<file path="config.mk">
export PLATFORM = sky130hd
export DESIGN_NAME = pc_sequencer
export DESIGN_NICKNAME = d
export VERILOG_FILES = /design/src/rtl/pc_sequencer.sv
export SDC_FILE = /design/constraint.sdc
export NUM_CORES = 1
export LEC_CHECK = 0
export CORE_UTILIZATION = 51
export CTS_CLUSTER_SIZE = 12
export DETAILED_ROUTE_END_ITERATION = 10
export PLACE_DENSITY = 0.92
export SLEW_MARGIN = 10
export SYNTH_ARGS = -nofsm -noshare
export SYNTH_HDL_FRONTEND = slang
export SYNTH_SLANG_ARGS = --single-unit
export TNS_END_PERCENT = 100
</file>
<file path="constraint.sdc">
create_clock -name clk -period 7 [get_ports clk]
set_input_delay 1.4 -clock clk [delete_from_list [all_inputs] [get_ports clk]]
set_output_delay 1.4 -clock clk [all_outputs]
set_load 0.02 [all_outputs]
</file>
<file path="src/rtl/pc_sequencer.sv">
// ---------------------------------------------------------------------------
// pc_sequencer
//   Program-counter sequencer for a small in-order pipeline. It launches a run
//   from START_ADDR and steps the PC by STEP each cycle. A taken branch
//   redirects the PC and raises a flush window of FLUSH_CYCLES non-stalled
//   cycles. Stalls hold the PC. The run halts when the PC reaches END_ADDR.
//   The sequencer also counts active cycles and stalled cycles.
//
// Ports
//   clk           : clock, all state updates on the rising edge
//   rst           : synchronous active-low reset
//   start         : launch a run (honoured in IDLE or HALT only)
//   stall         : hold the PC this cycle
//   branch_taken  : redirect request from execute (ignored while flushing)
//   branch_target : redirect address
//   pc_cur        : current value of the external PC register
//   pc_load       : load enable for the PC register (combinational)
//   pc_next       : value to load into the PC register (combinational)
//   flush         : kill wrong-path instructions (registered, high in FLUSH)
//   running       : high in RUN or FLUSH (registered)
//   done          : high in HALT (registered)
//   cycle_count   : cycles spent in RUN plus FLUSH, saturating
//   stall_count   : stalled cycles in RUN or FLUSH, saturating
// ---------------------------------------------------------------------------
`timescale 1ns/1ps
module pc_sequencer #(
    parameter logic [31:0] START_ADDR   = 32'd0,
    parameter logic [31:0] END_ADDR     = 32'd131,
    parameter logic [31:0] STEP         = 32'd1,
    parameter int unsigned FLUSH_CYCLES = 2
) (
    input  logic        clk,
    input  logic        rst,
    input  logic        start,
    input  logic        stall,
    input  logic        branch_taken,
    input  logic [31:0] branch_target,
    input  logic [31:0] pc_cur,
    output logic        pc_load,
    output logic [31:0] pc_next,
    output logic        flush,
    output logic        running,
    output logic        done,
    output logic [31:0] cycle_count,
    output logic [31:0] stall_count
);

    typedef enum logic [1:0] {
        IDLE  = 2'd0,
        RUN   = 2'd1,
        FLUSH = 2'd2,
        HALT  = 2'd3
    } state_t;

    localparam logic [2:0] FLUSH_LOAD = 3'(FLUSH_CYCLES);

    state_t     state;
    state_t     state_nxt;
    logic [2:0] flush_cnt;
    logic [2:0] flush_cnt_nxt;
    logic       clear_counts;
    logic       stall_hit;
    logic       active;

    assign active = (state == RUN) || (state == FLUSH);

    // Next-state and PC-update decision. The priority order inside RUN/FLUSH
    // is branch (RUN only) > stall > end-of-program > sequential step, so a
    // stall that coincides with a taken branch never delays the redirect.
    // Leaving FLUSH is decided on the cycle the counter steps from 1 to 0,
    // which yields exactly FLUSH_CYCLES non-stalled flush cycles.
    always_comb begin
        state_nxt     = state;
        flush_cnt_nxt = flush_cnt;
        pc_load       = 1'b0;
        pc_next       = pc_cur;
        clear_counts  = 1'b0;
        stall_hit     = 1'b0;
        case (state)
            IDLE, HALT: begin
                if (start) begin
                    pc_load      = 1'b1;
                    pc_next      = START_ADDR;
                    state_nxt    = RUN;
                    clear_counts = 1'b1;
                end
            end
            RUN, FLUSH: begin
                if ((state == RUN) && branch_taken) begin
                    pc_load       = 1'b1;
                    pc_next       = branch_target;
                    state_nxt     = FLUSH;
                    flush_cnt_nxt = FLUSH_LOAD;
                end else if (stall) begin
                    stall_hit = 1'b1;
                end else if (pc_cur == END_ADDR) begin
                    state_nxt     = HALT;
                    flush_cnt_nxt = 3'd0;
                end else begin
                    pc_load = 1'b1;
                    pc_next = pc_cur + STEP;
                    if (state == FLUSH) begin
                        flush_cnt_nxt = flush_cnt - 3'd1;
                        if (flush_cnt <= 3'd1) begin
                            state_nxt     = RUN;
                            flush_cnt_nxt = 3'd0;
                        end
                    end
                end
            end
            default: state_nxt = IDLE;
        endcase
        // The PC register must never be written while reset is asserted.
        if (!rst) begin
            pc_load = 1'b0;
        end
    end

    // State register, registered status decodes and the saturating counters.
    // The counters clear on the launching start and otherwise hold outside
    // RUN/FLUSH, so HALT keeps the last run's figures for readout.
    always_ff @(posedge clk) begin
        if (!rst) begin
            state       <= IDLE;
            flush_cnt   <= 3'd0;
            flush       <= 1'b0;
            running     <= 1'b0;
            done        <= 1'b0;
            cycle_count <= 32'd0;
            stall_count <= 32'd0;
        end else begin
            state     <= state_nxt;
            flush_cnt <= flush_cnt_nxt;
            flush     <= (state_nxt == FLUSH);
            running   <= (state_nxt == RUN) || (state_nxt == FLUSH);
            done      <= (state_nxt == HALT);
            if (clear_counts) begin
                cycle_count <= 32'd0;
                stall_count <= 32'd0;
            end else if (active) begin
                if (cycle_count != 32'hFFFF_FFFF) begin
                    cycle_count <= cycle_count + 32'd1;
                end
                if (stall_hit && (stall_count != 32'hFFFF_FFFF)) begin
                    stall_count <= stall_count + 32'd1;
                end
            end
        end
    end

endmodule
</file>
; ---- After elaboration in Yosys (flattened, before gate mapping)
; Index checks and enable logic that the tools add are counted.
; Widths: inputs -> output; s select.
[word_totals]
reg_bits = 72
input_bits = 69
out_inout_bits = 100
word_cells = 62
[op_classes]
n_addsub = 4
n_lt_le_gt_ge = 1
n_eq_ne = 10
mux = 27
bitwise = 1
reduce_logical = 12
[op_table]
columns = cell, n
row1 = $mux 32, 4
row2 = $add 32x1->32 const B, 3
row3 = $ne 32x32->1 const B, 2
row4 = $pmux 32 s2, 1
row5 = $eq 32x8->1 const B, 1
row6 = $mux 3, 5
row7 = $mux 2, 6
row8 = $mux 1, 9
row9 = $eq 2x2->1 const B, 4
row10 = $reduce_or 2->1, 3
row11 = $eq 2x1->1 const B, 2
row12 = $pmux 2 s2, 1
row13 = $reduce_and 2->1, 2
row14 = $le 3x1->1 const B, 1
row15 = $reduce_and 3->1, 1
row16 = $reduce_bool 3->1, 1
row17 = $sub 3x1->3 const B, 1
row18 = $logic_and 1x1->1, 2
row19 = $logic_not 2->1, 1
row20 = $logic_or 1x1->1, 2
row21 = $ne 2x1->1 const B, 1
row22 = $pmux 1 s2, 1
row23 = $not 1->1, 1

; ---- Logic depth before layout (Yosys ltp)
[logic_depth]
depth_word = 9
depth_mapped = 9
depth_no_buf = 9

; ---- Worst setup path before layout
; Ideal clock, no wire load.
[synth_path]
path_kind = in2out
from = input pc_cur[8]
to = output pc_next[31]
arrival_time_ns = 3.479
required_time_ns = 5.600
path_slack_ns = 2.121
cell_stages = 5
n_path_buf = 0
cell_sequence = nand4_1 > nor4_4 > nand4_1 > or2_2 > o311ai_0
[synth_between]
elab_chain_len = 5
elab_cells_between_ends = 6
cone_classes = 1 x add/sub / 1 x eq/ne / 4 x mux
[synth_rtl]
columns = item, line_no
row1 = start: declaration, 38  ; input logic [31:0] pc_cur,
row2 = $add 32x1->32 or $eq 32x8->1 (tied branches), "101, 96"
row3 = $mux 32 *, 96  ; end else if (pc_cur == END_ADDR) begin
row4 = $mux 32 *, 94  ; end else if (stall) begin
row5 = $mux 32 *, 89  ; if ((state == RUN) && branch_taken) begin
row6 = $pmux 32 s2 *, 79  ; case (state)
row7 = end: declaration, 40  ; output logic [31:0] pc_next,
; Every way passes the cells marked *; elsewhere a longest branch is shown, timed or not.

; ---- Worst setup path after layout
[layout_path]
from = input pc_cur[1]
to = output pc_next[30]
; Same word-level chain as after synthesis.

==> results.json <==
{
  "slew_headroom": 0.232,
  "period_needed_ns": 6.12,
  "final_cell_mix": "clkdlybuf4s50_1, dfxtp_1, a21oi_1, nand2_1, o21ai_0",
  "syn2layout_area_growth_pct": 38.2,
  "arrival_ns": 4.72,
  "vias": 6460,
  "pwr-share-comb": 0.380,
  "hold_start": "cycle_count[6]",
  "ys_async_sr_fraction": 0,
  "p_switching_w": 0.000437,
  "route.detailed.drc": 0,
  "worstMarginPinSlew_ns": 1.15,
  "ant_nets": 0,
  "ios": 169,
  "synth-edff-count": 0,
  "irDropWorstVdd_mv": 0.161,
  "slew_violations": 0,
  "ys_warn_count": 0,
  "grt_pass1_wl_um": 27500,
  "antenna_found_initial": 0,
  "fin_worst_skew_ns": 0.0129,
  "die_h_um": 102,
  "synth_flop_cell": "dfxtp_1",
  "p_sw_frac": 0.364,
  "yosysUniqueCellTypes": 57,
  "tritoncts": "built",
  "setup_tns_ns": 0,
  "grt_pass1_vias": 5683,
  "ys_seq_area_frac": 0.283,
  "final-hold-violation-count": 0,
  "drive_above_1_share": 0.0498,
  "stdcell_area_um2": 7050,
  "clkTransAtPathRegs_ns": 0.08,
  "outcome": "completed",
  "startpoint": "pc_cur[1]",
  "sequentialPowerShare": 0.352,
  "clock_latency_ns": 0.37,
  "antenna_cells": 0,
  "min_period_over_period": 0.875,
  "dieArea_um2": 10400,
  "grt_usage": 0.334,
  "synthesis.area_um2": 5100,
  "crit_fanout": 9,
  "synthXorXnorAreaFrac": 0.00515,
  "cts.sinks": 72,
  "totalWireLength_um": 18300,
  "cts_hold_buf": 0,
  "post_cts_buffers": 0,
  "place_congestion": 0.951,
  "yosys_register_bits": 72,
  "setup_violations": 0,
  "wire_per_inst_um": 18.7,
  "first_iter_violations": 452,
  "p_clk_frac": 0.269,
  "synthAdderAreaFrac": 0.0196,
  "synth.avg_cell_area_um2": 7.36,
  "ctsResizeCount": 0,
  "grt_max_degree": 60,
  "htreeDepth": 3,
  "rows": 36,
  "synth_fp_nets": 770,
  "syn_inst": 693,
  "cp-start-kind": "input port",
  "core_area_um2": 9730,
  "synth-simple-area-share": 0.357,
  "p_leak_nw": 2.18,
  "internal_power_w": 0.000764,
  "synth_compound_area_frac": 0.279,
  "fmax_mhz": 163,
  "synth_top_family_by_area": "simple AND/OR/NAND/NOR gates",
  "endpoint_kind": "output port",
  "layout.nets": 916,
  "viasPerCell": 6.62,
  "critical_path_required_ns": 5.60,
  "p_per_area_nw_per_um2": 170,
  "cts-buffers-inserted": 9,
  "path_class": "input port to output port",
  "first_pass_iters": 5,
  "cts_root_buffer": "clkbuf_8",
  "start_util": 0.524,
  "grt-ovfl-total": 0,
  "port_buffers": 168,
  "dp_hpwl_um": 13000,
  "fin_hold_ws_ns": 0.510,
  "reg2reg_from": "state[0]",
  "cts.path.max_buffers": 2,
  "yosys-mux-area-fraction": 0.00785,
  "place_area_um2": 6860,
  "maxCapViolCount": 0,
  "final_common_cell": "clkdlybuf4s50_1",
  "min-delay-path-class": "flip-flop to flip-flop",
  "die_w_um": 102,
  "rsz0062_at_grt": "no"
}
## critical path, stage by stage
cell	delay (ns)
clkdlybuf4s50_1	0.62
ha_1	0.24
inv_1	0.11
nor4_4	0.53
nand4_1	0.30
nand2b_1	0.25
o311ai_0	0.55
clkdlybuf4s50_1	0.72
## final timing paths
path	to	slack, ns	cells past startpoint
max	pc_next[30]	0.88	8
min	cycle_count[6]	0.51	2
max reg2reg	stall_count[30]	3.33	9
min reg2reg	cycle_count[6]	0.51	2
## kinds of logic (layout without fill, tap and decap cells)
family                   count (synthesis)  after routing
multiplexers                             4              4
XOR/XNOR                                 3              3
flip-flops                              72             72
AO/OA/AOI/OAI                          222            222
buffers and inverters                   65            215
adder cells (fa/ha/maj)                  8              8
AND/OR/NAND/NOR                        319            319
## sequential cells by signal, summed over array words and instances (netlist names)
signal,cells
cycle_count,32
stall_count,32
flush_cnt,3
state,2
done,1
flush,1
running,1
## final cells by class
cell class | count | area [um2]
fill | 782 | 2680
tap | 133 | 166
inverter | 23 | 86.3
multi-input combinational | 556 | 3420
clock inverter | 6 | 61.3
clock buffer | 9 | 124
timing repair buffer | 177 | 1750
sequential | 72 | 1440
## power by group through the flow
stage	sequential [W]	clock [W]	combinational, W
2_1_floorplan	0.000435	0	0.000239
3_3_place_gp	0.000431	0	0.000448
3_5_place_dp	0.000432	0	0.000451
4_1_cts	0.000423	0.000321	0.000452
5_1_grt	0.000423	0.000341	0.000491
6_report	0.000422	0.000322	0.000456
## Yosys cell counts (4+ instances only)
cell        n  share of area
dfxtp_1    72           0.28
o21ai_0    55          0.054
mux2i_1     4         0.0079
a21oi_1    67          0.066
nand3_1    39          0.038
or4_1      25          0.037
nand2_1    66          0.049
and3_1     18          0.022
or3_1      34          0.042
nand2b_1    8         0.0098
clkbuf_1   37          0.027
nor3_1     11          0.011
or2_2       5         0.0061
a32oi_1     4         0.0069
a31oi_1     4         0.0049
buf_2       4         0.0039
and4_1      9          0.015
o41ai_1     7          0.012
o211ai_1    8          0.012
ha_1        8          0.020
nor2_1     29          0.021
inv_1      22          0.016
nor4_1     15          0.018
nand4_1    37          0.045
a22oi_1     8          0.012
o311ai_0   23          0.039
o2bb2ai_1   4         0.0069
o31ai_1    14          0.021
and2_1      8         0.0098
o31a_1      5         0.0086
## through the flow
stage          utilization  setup WS, ns  instances  power, W
2_1_floorplan            -          2.12        693  0.000674
3_3_place_gp         0.705         0.857        961  0.000879
4_1_cts              0.724         0.832        976   0.00120
3_5_place_dp         0.705         0.838        961  0.000883
5_1_grt              0.724         0.548        976   0.00126
6_report             0.724         0.877        976   0.00120
## per-layer routing
| metal | track usage | part of all wire | vias up |
|---|---|---|---|
| met1 | 0.400 | 0.38 | 3002 |
| met2 | 0.567 | 0.48 | 404 |
| met5 | 0 | 0 | - |
| met4 | 0.137 | 0.029 | 0 |
| met3 | 0.0889 | 0.11 | 51 |
| li1 | - | - | 3003 |
Power figures use the tool's default switching activity.
